**config.mk**
```make
export PLATFORM = sky130hd
export DESIGN_NAME = gate_unit_arbiter_flat
export DESIGN_NICKNAME = d
export VERILOG_FILES = /design/src/rtl/gate_pkg.sv /design/src/rtl/gate_unit_arbiter_if.sv /design/src/rtl/gate_alu.sv /design/src/rtl/gate_lib.sv /design/src/rtl/gate_unit_arbiter.sv /design/src/flat_wrapper.sv
export SDC_FILE = /design/constraint.sdc
export NUM_CORES = 1
export LEC_CHECK = 0
export BUFFER_PORTS_ARGS = -buffer_cell sky130_fd_sc_hd__buf_4
export CORE_AREA = 5 5 232 234
export CTS_CLUSTER_DIAMETER = 150
export DETAILED_ROUTE_END_ITERATION = 16
export DIE_AREA = 0 0 237 239
export MAX_ROUTING_LAYER = met4
export PLACE_DENSITY = 0.51
export SLEW_MARGIN = 30
export SYNTH_ARGS = -nofsm -noshare
export SYNTH_HDL_FRONTEND = slang
export SYNTH_HIERARCHICAL = 1
export SYNTH_SLANG_ARGS = --single-unit
```
**constraint.sdc**
```tcl
create_clock -name clk -period 5.2 [get_ports clk]
set_input_delay 1.04 -clock clk [delete_from_list [all_inputs] [get_ports clk]]
set_output_delay 1.04 -clock clk [all_outputs]
set_load 0.01 [all_outputs]
```
**src/rtl/gate_pkg.sv**
```systemverilog
// Shared types for the gate arbiter: opcode enum and default datapath width.
package gate_pkg;
  typedef enum logic [1:0] {OP_INV, OP_AND2, OP_NAND2, OP_OR2} gate_op_t;
  localparam int GATE_WIDTH = 64;
endpackage

```
**src/rtl/gate_unit_arbiter_if.sv**
```systemverilog
// Request/response bundle between the requesters and the gate arbiter.
interface gate_unit_arbiter_if
  import gate_pkg::*;
#(
  parameter int WIDTH = GATE_WIDTH,
  parameter int NREQ  = 4
);
  localparam int IDW = $clog2(NREQ);

  logic     [NREQ-1:0]            req_valid;
  logic     [NREQ-1:0]            req_ready;
  gate_op_t [NREQ-1:0]            req_op;
  logic     [NREQ-1:0][WIDTH-1:0] req_a;
  logic     [NREQ-1:0][WIDTH-1:0] req_b;
  logic                           rsp_valid;
  logic                           rsp_ready;
  logic     [WIDTH-1:0]           rsp_data;
  logic     [IDW-1:0]             rsp_id;

  modport master (
    output req_valid, req_op, req_a, req_b, rsp_ready,
    input  req_ready, rsp_valid, rsp_data, rsp_id
  );
  modport slave (
    input  req_valid, req_op, req_a, req_b, rsp_ready,
    output req_ready, rsp_valid, rsp_data, rsp_id
  );
endinterface

```
**src/rtl/gate_alu.sv**
```systemverilog
// Combinational gate datapath: every op is composed from Inv/And2 primitives.
module gate_alu
  import gate_pkg::*;
#(
  parameter int WIDTH = GATE_WIDTH
) (
  input  gate_op_t         op,
  input  logic [WIDTH-1:0] a,
  input  logic [WIDTH-1:0] b,
  output logic [WIDTH-1:0] y
);
  logic [WIDTH-1:0] inv_a, inv_b, and_ab, nand_ab, and_nn, or_ab;

  Inv  #(.WIDTH(WIDTH)) u_inv_a  (.a(a),      .y(inv_a));
  Inv  #(.WIDTH(WIDTH)) u_inv_b  (.a(b),      .y(inv_b));
  And2 #(.WIDTH(WIDTH)) u_and    (.a(a),      .b(b),     .y(and_ab));
  Inv  #(.WIDTH(WIDTH)) u_nand   (.a(and_ab), .y(nand_ab));
  // De Morgan: a | b == ~(~a & ~b)
  And2 #(.WIDTH(WIDTH)) u_and_nn (.a(inv_a),  .b(inv_b), .y(and_nn));
  Inv  #(.WIDTH(WIDTH)) u_or     (.a(and_nn), .y(or_ab));

  always_comb begin
    y = inv_a;
    case (op)
      OP_INV:   y = inv_a;
      OP_AND2:  y = and_ab;
      OP_NAND2: y = nand_ab;
      OP_OR2:   y = or_ab;
      default:  y = inv_a;
    endcase
  end
endmodule

```
**src/rtl/gate_lib.sv**
```systemverilog
// Gate library primitives: bitwise inverter and 2-input AND.
module Inv #(
  parameter int WIDTH = 1
) (
  input  logic [WIDTH-1:0] a,
  output logic [WIDTH-1:0] y
);
  assign y = ~a;
endmodule

module And2 #(
  parameter int WIDTH = 1
) (
  input  logic [WIDTH-1:0] a,
  input  logic [WIDTH-1:0] b,
  output logic [WIDTH-1:0] y
);
  assign y = a & b;
endmodule

```
**src/rtl/gate_unit_arbiter.sv**
```systemverilog
// Round-robin arbiter sharing one gate_alu among NREQ requesters, with a
// registered, id-tagged result behind a valid/ready response port.
module gate_unit_arbiter
  import gate_pkg::*;
#(
  parameter int WIDTH = GATE_WIDTH,
  parameter int NREQ  = 4
) (
  input  logic              clk,
  input  logic              rst_n,
  gate_unit_arbiter_if.slave bus
);
  localparam int             IDW      = $clog2(NREQ);
  localparam logic [IDW:0]   NREQ_W   = NREQ[IDW:0];
  localparam logic [IDW-1:0] LAST_IDX = IDW'(NREQ - 1);

  logic [IDW-1:0]   last_grant_q, last_grant_d;
  logic             rsp_valid_q, rsp_valid_d;
  logic [WIDTH-1:0] rsp_data_q, rsp_data_d;
  logic [IDW-1:0]   rsp_id_q, rsp_id_d;

  logic [IDW-1:0]   start, win;
  logic [IDW:0]     idx;
  logic             any_vld, can_accept, fire;
  logic [WIDTH-1:0] alu_y;

  assign start = (last_grant_q == LAST_IDX) ? '0 : last_grant_q + 1'b1;

  // Rotate-by-(last_grant+1), priority-encode, rotate back: walk the
  // requesters starting at 'start' and take the first valid one.
  always_comb begin
    any_vld = 1'b0;
    win     = '0;
    idx     = '0;
    for (int k = 0; k < NREQ; k++) begin
      idx = {1'b0, start} + (IDW+1)'(k);
      if (idx >= NREQ_W) idx = idx - NREQ_W;
      if (!any_vld && bus.req_valid[idx[IDW-1:0]]) begin
        any_vld = 1'b1;
        win     = idx[IDW-1:0];
      end
    end
  end

  assign can_accept = !rsp_valid_q || bus.rsp_ready;
  assign fire       = any_vld && can_accept;

  always_comb begin
    bus.req_ready = '0;
    if (fire) bus.req_ready[win] = 1'b1;
  end

  gate_alu #(.WIDTH(WIDTH)) u_alu (
    .op (bus.req_op[win]),
    .a  (bus.req_a[win]),
    .b  (bus.req_b[win]),
    .y  (alu_y)
  );

  // A new fire overwrites a draining result in place, so no bubble appears.
  always_comb begin
    last_grant_d = last_grant_q;
    rsp_valid_d  = rsp_valid_q;
    rsp_data_d   = rsp_data_q;
    rsp_id_d     = rsp_id_q;
    if (fire) begin
      last_grant_d = win;
      rsp_valid_d  = 1'b1;
      rsp_data_d   = alu_y;
      rsp_id_d     = win;
    end else if (rsp_valid_q && bus.rsp_ready) begin
      rsp_valid_d  = 1'b0;
    end
  end

  always_ff @(posedge clk or negedge rst_n) begin
    if (!rst_n) begin
      last_grant_q <= LAST_IDX;
      rsp_valid_q  <= 1'b0;
      rsp_data_q   <= '0;
      rsp_id_q     <= '0;
    end else begin
      last_grant_q <= last_grant_d;
      rsp_valid_q  <= rsp_valid_d;
      rsp_data_q   <= rsp_data_d;
      rsp_id_q     <= rsp_id_d;
    end
  end

  assign bus.rsp_valid = rsp_valid_q;
  assign bus.rsp_data  = rsp_data_q;
  assign bus.rsp_id    = rsp_id_q;
endmodule
```
**src/flat_wrapper.sv**
```systemverilog
// flat-port wrapper written by rule: the top's interface ports become plain ports
module gate_unit_arbiter_flat import gate_pkg::*;
#(
  parameter int WIDTH = GATE_WIDTH,
  parameter int NREQ  = 4
)
  (clk, rst_n, bus_req_valid, bus_req_op, bus_req_a, bus_req_b, bus_rsp_ready, bus_req_ready, bus_rsp_valid, bus_rsp_data, bus_rsp_id);
  gate_unit_arbiter_if #(.WIDTH(WIDTH), .NREQ(NREQ)) bus_i ();
  input  logic clk;
  input  logic rst_n;
  input wire logic [$bits(bus_i.req_valid)-1:0] bus_req_valid;
  input wire logic [$bits(bus_i.req_op)-1:0] bus_req_op;
  input wire logic [$bits(bus_i.req_a)-1:0] bus_req_a;
  input wire logic [$bits(bus_i.req_b)-1:0] bus_req_b;
  input wire logic [$bits(bus_i.rsp_ready)-1:0] bus_rsp_ready;
  output wire logic [$bits(bus_i.req_ready)-1:0] bus_req_ready;
  output wire logic [$bits(bus_i.rsp_valid)-1:0] bus_rsp_valid;
  output wire logic [$bits(bus_i.rsp_data)-1:0] bus_rsp_data;
  output wire logic [$bits(bus_i.rsp_id)-1:0] bus_rsp_id;
  assign bus_i.req_valid = bus_req_valid;
  assign bus_i.req_op = bus_req_op;
  assign bus_i.req_a = bus_req_a;
  assign bus_i.req_b = bus_req_b;
  assign bus_i.rsp_ready = bus_rsp_ready;
  assign bus_req_ready = bus_i.req_ready;
  assign bus_rsp_valid = bus_i.rsp_valid;
  assign bus_rsp_data = bus_i.rsp_data;
  assign bus_rsp_id = bus_i.rsp_id;
  gate_unit_arbiter #(.WIDTH(WIDTH), .NREQ(NREQ)) u_core (.clk(clk), .rst_n(rst_n), .bus(bus_i));
endmodule
```
## Word-level counts from Yosys, hierarchy flattened

Index checks and enable logic that the tools add are counted.

| cells by class | value |
|---|---|
| multiplexer cells | 33 |
| $lt $le $gt $ge | 10 |
| eq/ne operators | 4 |
| $add $sub $neg | 8 |
| reductions and logical operators | 13 |
| bitwise logic cells | 6 |

Operators by type and width:

| operator | number |
|---|---|
| $bmux W64 S2 | 2 |
| $not A64 Y64 | 4 |
| $pmux W64 S4 | 1 |
| $and A64 B64 Y64 | 2 |
| $mux W64 | 2 |
| $mux W2 | 10 |
| $lt A2 B3 Y1 const B | 5 |
| $mux W1 | 11 |
| $ge A3 B3 Y1 const B | 3 |
| $bmux W1 S2 | 4 |
| $sub A2 B1 Y2 const B | 4 |
| $add A2 B2 Y3 const B | 2 |
| $eq A2 B2 Y1 const B | 3 |
| $logic_and A1 B1 Y1 | 6 |
| $bmux W2 S2 | 1 |
| $logic_not A1 Y1 | 4 |
| $mux W4 | 1 |
| $add A2 B1 Y3 const B | 1 |
| $ge A2 B3 Y1 const B | 1 |
| $add A2 B1 Y2 const B | 1 |
| $demux W1 S2 | 1 |
| $eq A2 B1 Y1 const B | 1 |
| $ge A2 B1 Y1 const B | 1 |
| $logic_not A2 Y1 | 1 |
| other kinds (2) | 2 |

| word-level totals | value |
|---|---|
| output and inout bits | 71 |
| logic and storage cells | 78 |
| bits in registers | 69 |
| input bits | 527 |

## Longest topological paths before layout

Gate-level depths: netlist (run 1).

| logic depth | value |
|---|---|
| depth after elaboration | 22 |
| gate-level depth with buffers | 18 |

## Modules after synthesis

Netlist (run 1), hierarchy kept.

By module, submodules not included:

| module | times used | area an instance (um^2) | cells an instance | seq. area each (um^2) |
|---|---|---|---|---|
| gate_unit_arbiter | 1 | 6633.9 | 940 | 1729.2 |
| gate_alu | 1 | 1622.8 | 78 | 0.0 |
| Inv | 4 | 240.2 | 64 | 0.0 |
| And2 | 2 | 400.4 | 64 | 0.0 |

## Worst setup path after synthesis (run 1)

OpenSTA, ideal clock, no wires.

| timing path | value |
|---|---|
| kind | reg2reg |
| from | register u_core.last_grant_q[0] |
| to | register u_core.rsp_data_q[10] (netlist: u_core/bus.rsp_data[10]) |
| path buffers | 5 |
| cell stages (with the launch flop) | 16 |
| library setup time | 0.125 ns |
| arrival time | 3.852 ns |
| slack | 1.223 ns |
| cells stage by stage | dfstp_2 buf_4 inv_1 ha_1 or3_1 and2_1 o32ai_2 o21a_1 buf_6 clkbuf_1 a21oi_1 a32oi_1 buf_6 buf_12 mux4_2 mux2_2 |

| on the way | value |
|---|---|
| word-level cells in the longest chain between the ends | 22 |
| elaborated cells on any way between the ends | 58 |

Ends and longest elaborated chain:

| element | line | text |
|---|---|---|
| start: declaration | gate_unit_arbiter.sv:17 | `logic [IDW-1:0] last_grant_q, last_grant_d;` |
| start signal: assignment | gate_unit_arbiter.sv:83 | `last_grant_q <= last_grant_d;` |
| $add A2 B1 Y2 / $eq A2 B2 Y1 (equally long branches) | gate_unit_arbiter.sv:27 | `assign start = (last_grant_q == LAST_IDX) ? '0 : last_grant_q + 1'b1;` |
| $mux W2 * | gate_unit_arbiter.sv:27 |  |
| branches (longest 13 deep; another with $add A2 B1 Y3) | n/a |  |
| $mux W2 * | gate_unit_arbiter.sv:38 | `if (!any_vld && bus.req_valid[idx[IDW-1:0]]) begin` |
| $bmux W64 S2 (on tied branches) | gate_unit_arbiter.sv:55, gate_unit_arbiter.sv:56 |  |
| $mux W64 (on tied branches) | gate_unit_arbiter.sv:55, gate_unit_arbiter.sv:56 |  |
| $not A64 Y64 | gate_lib.sv:8 | `assign y = ~a;` |
| $and A64 B64 Y64 | gate_lib.sv:18 | `assign y = a & b;` |
| $not A64 Y64 | gate_lib.sv:8 |  |
| $pmux W64 S4 * | gate_alu.sv:24 | `case (op)` |
| net u_core.alu_y[10] | gate_unit_arbiter.sv:25 | `logic [WIDTH-1:0] alu_y;` |
| end signal: assignment | gate_unit_arbiter.sv:85 | `rsp_data_q <= rsp_data_d;` |
| end: declaration | gate_unit_arbiter.sv:19 | `logic [WIDTH-1:0] rsp_data_q, rsp_data_d;` |

Mark *: on every way through the listed nets, which the timed path passes. The select of a mux whose other input is x is not followed.
A chain may end at the register's enable or synchronous reset.

## Worst setup path after layout (run 1)

| timing path | value |
|---|---|
| from | register u_core.last_grant_q[0] |
| to | output bus_req_ready[3] |

| on the way | value |
|---|---|
| word-level cells in the longest chain between the ends | 21 |
| elaborated cells on any way between the ends | 47 |

Ends and longest elaborated chain:

| element | line | text |
|---|---|---|
| $add A2 B1 Y2 / $eq A2 B2 Y1 (equally long branches) | gate_unit_arbiter.sv:27 |  |
| $mux W2 * | gate_unit_arbiter.sv:27 |  |
| branches (longest 18 deep; another with $add A2 B1 Y3) | n/a |  |
| $mux W4 * | gate_unit_arbiter.sv:50 | `if (fire) bus.req_ready[win] = 1'b1;` |
| end: declaration | flat_wrapper.sv:16 | `output wire logic [$bits(bus_i.req_ready)-1:0] bus_req_ready;` |

Mark *: on every way between the ends. The select of a mux whose other input is x is not followed.

==> results of run 1 <==
## path summary, 6_finish.rpt
kind	startpoint	end	slack, ps	cells past startpoint
setup / recovery	u_core/last_grant_q[0]	bus_req_ready[3]	320	9
hold / removal	u_core/bus.rsp_data[57]	u_core/bus.rsp_data[57]	510	1
setup reg to reg	u_core/last_grant_q[0]	u_core/bus.rsp_data[62]	410	14
hold reg to reg	u_core/bus.rsp_data[57]	u_core/bus.rsp_data[57]	510	1
max in group asynchronous	rst_n	u_core/bus.rsp_data[18]	3520	2
min in group asynchronous	rst_n	u_core/bus.rsp_data[15]	660	1
## worst max-delay path: stages, from the launching register on
cell     delay (ps)
dfstp_2         720
inv_1           140
ha_1            480
or3_1           430
and2_1          200
o32ai_2         410
o21ai_4         230
buf_12          260
nor3b_1         300
buf_4           160
## routing by layer
| layer | global-route usage | share of wire | routed length (um) |
|---|---|---|---|
| met1 | 0.214 | 0.40 | 21500 |
| met2 | 0.328 | 0.50 | 27200 |
| met3 | 0.0446 | 0.075 | 4050 |
| met4 | 0.0565 | 0.024 | 1330 |
| met5 | - | 0 | 0 |
## cell families (layout without fill, tap and decap cells)
kind of cell             count (synthesis)  count (layout)  synth area share
other                                    0               5                 0
multiplexers                           136             136             0.227
adder cells (fa/ha/maj)                  3               3           0.00375
flip-flops                              69              69             0.173
AO/OA/AOI/OAI                          281             281             0.195
buffers and inverters                  372             903             0.163
AND/OR/NAND/NOR                        540             540             0.238
XOR/XNOR                                 1               1          0.000874
## per-stage QoR
stage | util | area (um2) | hold WS [ps]
after floorplan | - | 10000 | 529
after global placement | 0.292 | 15100 | 485
final | 0.297 | 15400 | 507
after global routing | 0.297 | 15400 | 526
after detailed placement | 0.292 | 15100 | 491
after CTS | 0.297 | 15400 | 506
## state kept, by name (all words and copies together), names as in the netlist
signal and cells:
u_core/bus.rsp_valid 1, u_core/bus.rsp_id 2, u_core/last_grant_q 2, u_core/bus.rsp_data 64
## synthesized netlist by cell type, drive strengths merged (3+ instances only)
cell type	number	area share
a21oi	132	0.066
a32oi	132	0.12
and2	129	0.081
buf	84	0.055
clkbuf	28	0.011
dfrtp	67	0.17
ha	3	0.0037
inv	260	0.097
mux2	65	0.073
mux2i	6	0.0060
mux4	65	0.15
nand2	392	0.15
nor2	8	0.0030
nor3b	4	0.0035
o211ai	3	0.0022
o21a	3	0.0022
o21ai	3	0.0015
## placed cells by master (no fill, tap or decap), drive strengths merged, types with 4 or more instances in the layout
master	instances
buf	627
nand2	392
inv	260
a21oi	132
a32oi	132
and2	129
dfrtp	67
mux2	65
mux4	65
clkbuf	13
nor2	8
mux2i	6
diode	5
nor3b	4
## layout make-up
| type | count | area, um2 | area share |
|---|---|---|---|
| diodes | 5 | 12.5 | 0.000812 |
| clock buffers | 13 | 240 | 0.0156 |
| clock inverters | 3 | 15.0 | 0.000974 |
| inverters | 260 | 976 | 0.0633 |
| multi-input cells | 961 | 6730 | 0.437 |
| flip-flops and latches | 69 | 1730 | 0.112 |
| well taps | 688 | 861 | 0.0559 |
| repair buffers | 627 | 4840 | 0.314 |
==> results.tsv, run 1 <==
stage	metric	value	unit
floorplanning	# rows	84	
timing	worst setup margin	317	ps
min_path	hold crit path type	reg2reg	
flow_run	max_cap viols	0	
cells_and_area	Layout Nets	2458	
clocking	CTS buffer count	9	
yosys	Synthesized Nets	1932	
drt	drt initial violations	517	
drt	Remaining DRCs	0	
yosys	Mapped Area	0.0100	mm2
timing	Hold Fails Final Rpt	0	
drt	TritonRoute pass-1 iters	5	
yosys	Synth Area per Inst	7.15	um2
setup_path	WP data arrival	3840	ps
clocking	clock-pin slew on the worst setup and hold paths	70	ps
floorplanning	die height	239	um
cells_and_area	final std cells w/o fill	2626	
timing	setup TNS	0	ps
clocking	Clk Latency, worst-skew pair	370	ps
placement	post-place setup slack	400	ps
setup_path	Critical Path Start Type	register	
floorplanning	io pins	598	
cells_and_area	share of cells above drive strength 1	0.401	
timing	Final min period	4880	ps
floorplanning	Die ar.	0.0566	mm2
drt	WL/cell	20.6	um
clocking	clk sinks	69	
timing	Least-Margin Pin Slew	629	ps
yosys	#FFs+latches synth	69	
yosys	sequential area share after synthesis	0.173	
timing	clock skew	10.8	ps
clocking	TritonCTS clock tree	done	
drt	detailed-route via count	12100	
setup_path	CP endpoint kind	output port	
clocking	setup bufs post-CTS	0	
yosys	Synth Flop Type	dfrtp_1	
timing	Final Setup Violations	0	
yosys	gate count of the mapped netlist	1402	
cells_and_area	area delta synth->final	53.8	%
cells_and_area	Layout fillers	5705	
setup_path	CP max FO	95	
timing	Slew HR	0.581	
setup_path	CP required	4160	ps
floorplanning	Initial Util	0.193	
global_route	antenna violations before repair	9	
yosys	Post-synth ARST share	1.00	
placement	Inst Count DP	2605	
clocking	CTS resizes	0	
yosys	post-synth cell types	43	
floorplanning	Core Area	0.0518	mm2
placement	port bufs	597	
clocking	H-tree depth	3	
drt	Detail Route Antenna Nets	0	
yosys	yosys warns	6	
clocking	root buf cell	clkbuf_16	
timing	RSZ-0062 raised after global routing	no	
drt	vias per cell	4.61	
timing	max-slew violations	0	
floorplanning	die width	237	um
drt	WL final	54200	um
yosys	number of enable flip-flop cells after synthesis	0	
setup_path	crit path kind	reg2out	
global_route	gr ovfl total	0	
global_route	first-pass GRT wire length	78700	um
outcome	status	completed	
clocking	Post-CTS Hold Fix Bufs	0	
timing	Peak Freq	0.205	GHz
global_route	largest net degree at the start of global routing	96	
placement	HPWL after detailed placement	44800	um
clocking	CTS Buffer Depth	2	
placement	GP Congestion	0.952	
global_route	GRT Total Usage	0.188	
global_route	number of global-route vias before repair	12500	
timing	Final Cycle Share	0.939	
Power of run 1 is not shown: default switching activity piles up to over one toggle a cycle in this logic, so the estimate is an artifact.
==> inputs of run 2 (changes only) <==
--- a/config.mk
+++ b/config.mk
@@ -6,14 +6,13 @@
 export NUM_CORES = 1
 export LEC_CHECK = 0
 export BUFFER_PORTS_ARGS = -buffer_cell sky130_fd_sc_hd__buf_4
-export CORE_AREA = 5 5 232 234
+export CORE_AREA = 5 5 227 229
 export CTS_CLUSTER_DIAMETER = 150
 export DETAILED_ROUTE_END_ITERATION = 16
-export DIE_AREA = 0 0 237 239
+export DIE_AREA = 0 0 232 234
 export MAX_ROUTING_LAYER = met4
 export PLACE_DENSITY = 0.51
 export SLEW_MARGIN = 30
 export SYNTH_ARGS = -nofsm -noshare
 export SYNTH_HDL_FRONTEND = slang
-export SYNTH_HIERARCHICAL = 1
 export SYNTH_SLANG_ARGS = --single-unit
==> results.tsv, run 2 <==
stage	metric	value	unit	change
outcome	status	completed		
clocking	CTS buffer count	9		unchanged
timing	Hold Fails Final Rpt	0		unchanged
timing	Slew HR	0.403		-0.177
timing	Peak Freq	0.239	GHz	+17%
min_path	Hold Crit Depth	2		+1
pwr	PwrDens	682	mW/mm2	
setup_path	CP max FO	43		-55%
setup_path	delay-heaviest family, CP	compound AO/OA/AOI/OAI gates		
timing	Final Cycle Share	0.806		-0.133
clocking	H-tree depth	3		unchanged
clocking	setup bufs post-CTS	0		unchanged
cells_and_area	Layout Nets	2310		-6.0%
floorplanning	die height	234	um	-2.1%
global_route	number of global-route vias before repair	13300		+6.5%
timing	clock skew	11.2	ps	+0.358 ps
setup_path	Critical Path Start Type	register		
floorplanning	Core Area	0.0495	mm2	-4.6%
setup_path	max incr delay on CP	570	ps	-150 ps
clocking	clock-pin slew on the worst setup and hold paths	80	ps	about the same
drt	TritonRoute pass-1 iters	5		unchanged
setup_path	Crit. path cell count	6		-3
placement	GP Congestion	0.870		-8.6%
pwr	Max VDD drop	0.000403	V	
yosys	post-synth cell types	39		-9.3%
yosys	top cell type's share of synthesized area	0.186		+0.0186
setup_path	WP data arrival	3150	ps	-690 ps
yosys	#FFs+latches synth	69		unchanged
timing	setup TNS	0	ps	unchanged
timing	Least-Margin Pin Slew	895	ps	+266 ps
setup_path	WP buf/inv	1		-2
setup_path	CP Cell Sequence	ha_1 > a21boi_1 > o22a_4 > nand2_4 > nor3_1 > buf_4		
timing	RSZ-0062 raised after global routing	no		
placement	port bufs	597		unchanged
global_route	GRT Total Usage	0.210		+0.0225
floorplanning	Initial Util	0.182		-0.0111
drt	Remaining DRCs	0		unchanged
global_route	largest net degree at the start of global routing	83		-14%
drt	WL/cell	24.0	um	+16%
flow_run	max_cap viols	0		unchanged
cells_and_area	share of cells above drive strength 1	0.371		-0.0304
drt	vias per cell	5.33		+16%
timing	final hold slack	496	ps	-10.3 ps
cells_and_area	post-route cell area	0.0143	mm2	-7.2%
setup_path	r2r startpoint	u_core.last_grant_q[0]		
drt	drt initial violations	879		+70%
drt	detailed-route via count	13100		+8.4%
drt	Detail Route Antenna Nets	0		unchanged
min_path	hold crit path type	reg2reg		
timing	Final min period	4190	ps	-694 ps
yosys	Synth Flop Type	dfrtp_1		
pwr	Leak	6.17	nW	
yosys	Post-synth ARST share	1.00		unchanged
clocking	clk sinks	69		unchanged
drt	WL final	59100	um	+9.1%
cells_and_area	most common cell after layout, fill and taps aside	buf_4		
yosys	number of enable flip-flop cells after synthesis	0		unchanged
placement	HPWL after detailed placement	43700	um	-2.4%
timing	worst setup margin	1010	ps	+694 ps
setup_path	slowest cell on the critical path	dfstp_2		
yosys	Synth Area per Inst	6.86	um2	-4.1%
placement	placed standard-cell area	0.0140	mm2	-7.7%
cells_and_area	max FFs per register	64		unchanged
clocking	Clk Latency, worst-skew pair	380	ps	about the same
setup_path	FF-to-FF path depth	9		-5
clocking	CTS Buffer Depth	2		unchanged
timing	max-slew violations	0		unchanged
floorplanning	Die ar.	0.0543	mm2	-4.2%
floorplanning	# rows	82		-2.4%
setup_path	CP endpoint kind	output port		
yosys	ranking of synthesized cells by area	dfrtp_1, a32oi_1, nand2_1		
min_path	hold_sp	u_core.bus.rsp_id[1]		
yosys	yosys warns	0		-6
timing	Final Setup Violations	0		unchanged
clocking	CTS resizes	0		unchanged
setup_path	crit path kind	reg2out		
clocking	Post-CTS Hold Fix Bufs	0		unchanged
placement	post-place setup slack	1170	ps	+773 ps
cells_and_area	commonest cells after routing, fill and taps aside	buf_4, nand2_1, o21ai_0		
clocking	TritonCTS clock tree	done		
floorplanning	die width	232	um	-2.1%
global_route	gr ovfl total	0		unchanged
setup_path	CP required	4160	ps	about the same
cells_and_area	area delta synth->final	58.6	%	
yosys	Synthesized Nets	1843		-4.6%
yosys	Mapped Area	0.00901	mm2	-10%
setup_path	Setup crit start	u_core.last_grant_q[0]		
floorplanning	io pins	598		unchanged
yosys	post-synth top area cell	dfrtp_1		
yosys	most frequent cells after synthesis	nand2_1, o21ai_0, a32oi_1		
yosys	most frequent cell after synthesis	nand2_1		
clocking	root buf cell	clkbuf_16		
yosys	sequential area share after synthesis	0.192		+0.0192
yosys	gate count of the mapped netlist	1315		-6.2%
global_route	antenna violations before repair	3		-6
global_route	first-pass GRT wire length	84400	um	+7.2%
-- run 2: power breakdown --
part           switching, mW  leakage, nW  internal [mW]
combinational           4.97         5.25           3.06
sequential             0.169        0.764          0.827
clock                  0.318        0.158          0.410
-- run 2: final cells by class --
| cell class | count | area [um2] |
|---|---|---|
| Inverter | 3 | 11.3 |
| Tap cell | 672 | 841 |
| Clock inverter | 4 | 45.0 |
| Clock buffer | 12 | 267 |
| Multi-Input combinational cell | 1071 | 6620 |
| Antenna cell | 2 | 5.00 |
| Timing Repair Buffer | 628 | 4780 |
| Sequential cell | 69 | 1730 |
| Fill cell | 5517 | 35200 |
-- run 2: cells by family after synthesis --
group,after synthesis,share of synthesized area
xor gates and xnor gates,1,0.000972
muxes,63,0.0700
and+or+nand+nor,402,0.188
DFF,69,0.192
buffers and inverters,175,0.0881
adders and majority gates,1,0.00139
AOI/OAI and AO/OA,604,0.460
-- run 2: tightest hold or removal path: cells and delay by family (launching register included) --
kind	cells	cell delay [ps]
DFF	1	350
AOI/OAI and AO/OA	1	60
and+or+nand+nor	1	50
-- run 2: worst paths after layout --
kind / end / slack, ps
worst max-delay path: bus_req_ready[1] / 1010
worst max register to register: u_core.bus.rsp_data[42] / 1320
min in group asynchronous: u_core.bus.rsp_data[39] / 640
worst min-delay path: u_core.bus.rsp_id[1] / 500
worst min register to register: u_core.bus.rsp_id[1] / 500
max in group asynchronous: u_core.bus.rsp_data[37] / 3420
-- run 2: per-stage QoR --
step | power [mW] | utilization | std cells
after floorplan | 6.48 | - | 1315
after global routing | 10.6 | 0.289 | 2461
after global placement | 8.88 | 0.283 | 2443
after CTS | 9.81 | 0.289 | 2459
final | 9.76 | 0.289 | 2461
after detailed placement | 9.03 | 0.283 | 2443
-- run 2: layer usage --
layer,part of all wire,routed length [um],GRT usage
met5,0,0,-
met4,0.036,2110,0.0866
met3,0.092,5430,0.0620
met2,0.47,28000,0.342
met1,0.40,23500,0.244
Power figures use the tool's default switching activity.
==> inputs of run 3 (changes only) <==
==> constraint.sdc (replaced) <==
create_clock -name clk -period 4.3 [get_ports clk]
set_input_delay 0.86 -clock clk [delete_from_list [all_inputs] [get_ports clk]]
set_output_delay 0.86 -clock clk [all_outputs]
set_load 0.01 [all_outputs]
==> results.tsv, run 3 (same netlist as run 2, synthesis figures left out) <==
stage	metric	value	unit	change
flow_run	max_cap viols	0		unchanged
global_route	GRT Total Usage	0.203		-0.00715
setup_path	Critical Path Start Type	register		
timing	Final Cycle Share	0.857		
floorplanning	Die ar.	0.0543	mm2	unchanged
pwr	Internal	5.23	mW	+22%
floorplanning	die height	234	um	unchanged
floorplanning	Core Area	0.0495	mm2	unchanged
global_route	largest net degree at the start of global routing	72		-13%
clocking	Post-CTS Hold Fix Bufs	0		unchanged
pwr	combinational power share	0.834		+0.011
placement	placed standard-cell area	0.0141	mm2	+1.0%
pwr	P_sw	6.53	mW	+20%
pwr	Clock Power Share	0.064		-0.011
setup_path	r2r startpoint	u_core.last_grant_q[0]		
min_path	hold crit path type	reg2reg		
timing	Final min period	3690	ps	
pwr	Net Sw Frac	0.555		-0.00433
outcome	status	completed		
floorplanning	die width	232	um	unchanged
clocking	CTS buffer count	9		unchanged
clocking	Clk Latency, worst-skew pair	370	ps	about the same
drt	TritonRoute pass-1 iters	5		unchanged
setup_path	CP required	3440	ps	-720 ps
drt	Detail Route Antenna Nets	0		unchanged
clocking	CTS Buffer Depth	2		unchanged
drt	routed wl met3	4740	um	-13%
cells_and_area	max FFs per register	64		unchanged
drt	met2 WL	27900	um	-0.25%
pwr	Sequential Power Share	0.101		about the same
pwr	Leak	6.22	nW	+0.72%
clocking	TritonCTS clock tree	done		
global_route	number of global-route vias before repair	12900		-3.1%
global_route	first-pass GRT wire length	82000	um	-2.8%
timing	RSZ-0062 raised after global routing	no		
timing	Hold Fails Final Rpt	0		unchanged
floorplanning	# rows	82		unchanged
floorplanning	io pins	598		unchanged
setup_path	CP max FO	41		-4.7%
cells_and_area	most common cell after layout, fill and taps aside	buf_4		
pwr	Total Power	11.8	mW	+21%
placement	port bufs	597		unchanged
drt	Max Used Layer	met4		
clocking	CTS resizes	0		unchanged
clocking	clock-pin slew on the worst setup and hold paths	60	ps	-20 ps
clocking	clk sinks	69		unchanged
clocking	setup bufs post-CTS	0		unchanged
timing	Slew HR	0.420		+0.0165
timing	Peak Freq	0.271	GHz	
timing	clock skew	7.49	ps	-3.67 ps
pwr	PwrDens	817	mW/mm2	+20%
pwr	Max VDD drop	0.000564	V	+40%
cells_and_area	final std cells w/o fill	2470		+0.37%
drt	WL met1	23200	um	-1.6%
cells_and_area	Layout Nets	2319		+0.39%
drt	drt initial violations	958		+9.0%
placement	HPWL after detailed placement	43300	um	-0.94%
drt	detailed-route via count	13000		-0.63%
placement	Inst Count DP	2452		+0.37%
drt	WL final	57100	um	-3.3%
drt	WL/cell	23.1	um	-3.7%
setup_path	crit path kind	reg2out		
timing	Least-Margin Pin Slew	863	ps	-32.6 ps
drt	vias per cell	5.28		-0.99%
setup_path	CP endpoint kind	output port		
placement	GP Congestion	0.862		-0.94%
global_route	antenna violations before repair	2		-1
min_path	hold_sp	u_core.last_grant_q[1]		
clocking	root buf cell	clkbuf_16		
cells_and_area	post-route cell area	0.0144	mm2	+0.67%
cells_and_area	commonest cells after routing, fill and taps aside	buf_4, nand2_1, o21ai_0		
timing	setup TNS	0	ps	unchanged
drt	Remaining DRCs	0		unchanged
timing	Final Setup Violations	0		unchanged
setup_path	WP data arrival	2830	ps	-320 ps
floorplanning	Initial Util	0.182		unchanged
setup_path	Setup crit start	u_core.last_grant_q[0]		
cells_and_area	share of cells above drive strength 1	0.371		about the same
timing	max-slew violations	0		unchanged
clocking	H-tree depth	3		unchanged
cells_and_area	area delta synth->final	59.7	%	
global_route	gr ovfl total	0		unchanged
==> run 3: changes by cell type in the layout (fill, tap and decap cells not counted) <==
cell | before | now
buf_12 | 5 | 11
buf_4 | 622 | 624
buf_8 | 0 | 1
bufinv_16 | 1 | 0
clkbuf_1 | 0 | 4
clkbuf_8 | 3 | 1
clkinv_2 | 3 | 2
nor4_1 | 0 | 1
nor4_2 | 1 | 0
==> run 3: worst paths after layout <==
path,cells after the start,slack [ps],endpoint
min in group asynchronous,1,570,u_core.bus.rsp_data[36]
max in group asynchronous,1,3150,u_core.bus.rsp_data[3]
worst max register to register,9,750,u_core.bus.rsp_data[3]
worst max-delay path,6,610,bus_req_ready[0]
worst min-delay path,2,490,u_core.last_grant_q[1]
worst min register to register,2,490,u_core.last_grant_q[1]
==> run 3: final cells by class <==
class / count / area (um2)
sequential: 69 / 1730
inverter: 3 / 11.3
fill: 5471 / 35100
clock inverter: 2 / 10.0
multi-input combinational: 1071 / 6610
antenna: 2 / 5.00
clock buffer: 14 / 254
tap: 672 / 841
timing repair buffer: 637 / 4930
==> run 3: power groups by stage <==
stage	logic, mW	clock network [mW]	registers [mW]
finish	9.81	0.757	1.19
global route	10.7	0.817	1.23
CTS	9.81	0.802	1.20
detailed placement	9.79	0	1.21
global placement	9.62	0	1.19
floorplan	6.52	0	1.32
==> run 3: per-layer routing <==
layer	up-vias	GRT usage
met5	-	-
li1	6027	-
met1	6300	0.245
met2	649	0.338
met3	58	0.0489
met4	0	0.0615
==> run 3: worst max-delay path, cell delays in order, from the launching register on <==
cell     delay (ps)
dfstp_2         560
ha_1            380
or3b_1          450
and3_4          380
nor2_4          420
nor3_1           90
buf_4           170
==> run 3: per-stage QoR <==
stage          utilization  hold slack [ps]  setup WS, ps
2_1_floorplan            -              463          1350
6_report             0.291              486           614
3_3_place_gp         0.285              468           837
4_1_cts              0.291              489           530
3_5_place_dp         0.286              475           761
5_1_grt              0.291              524           371
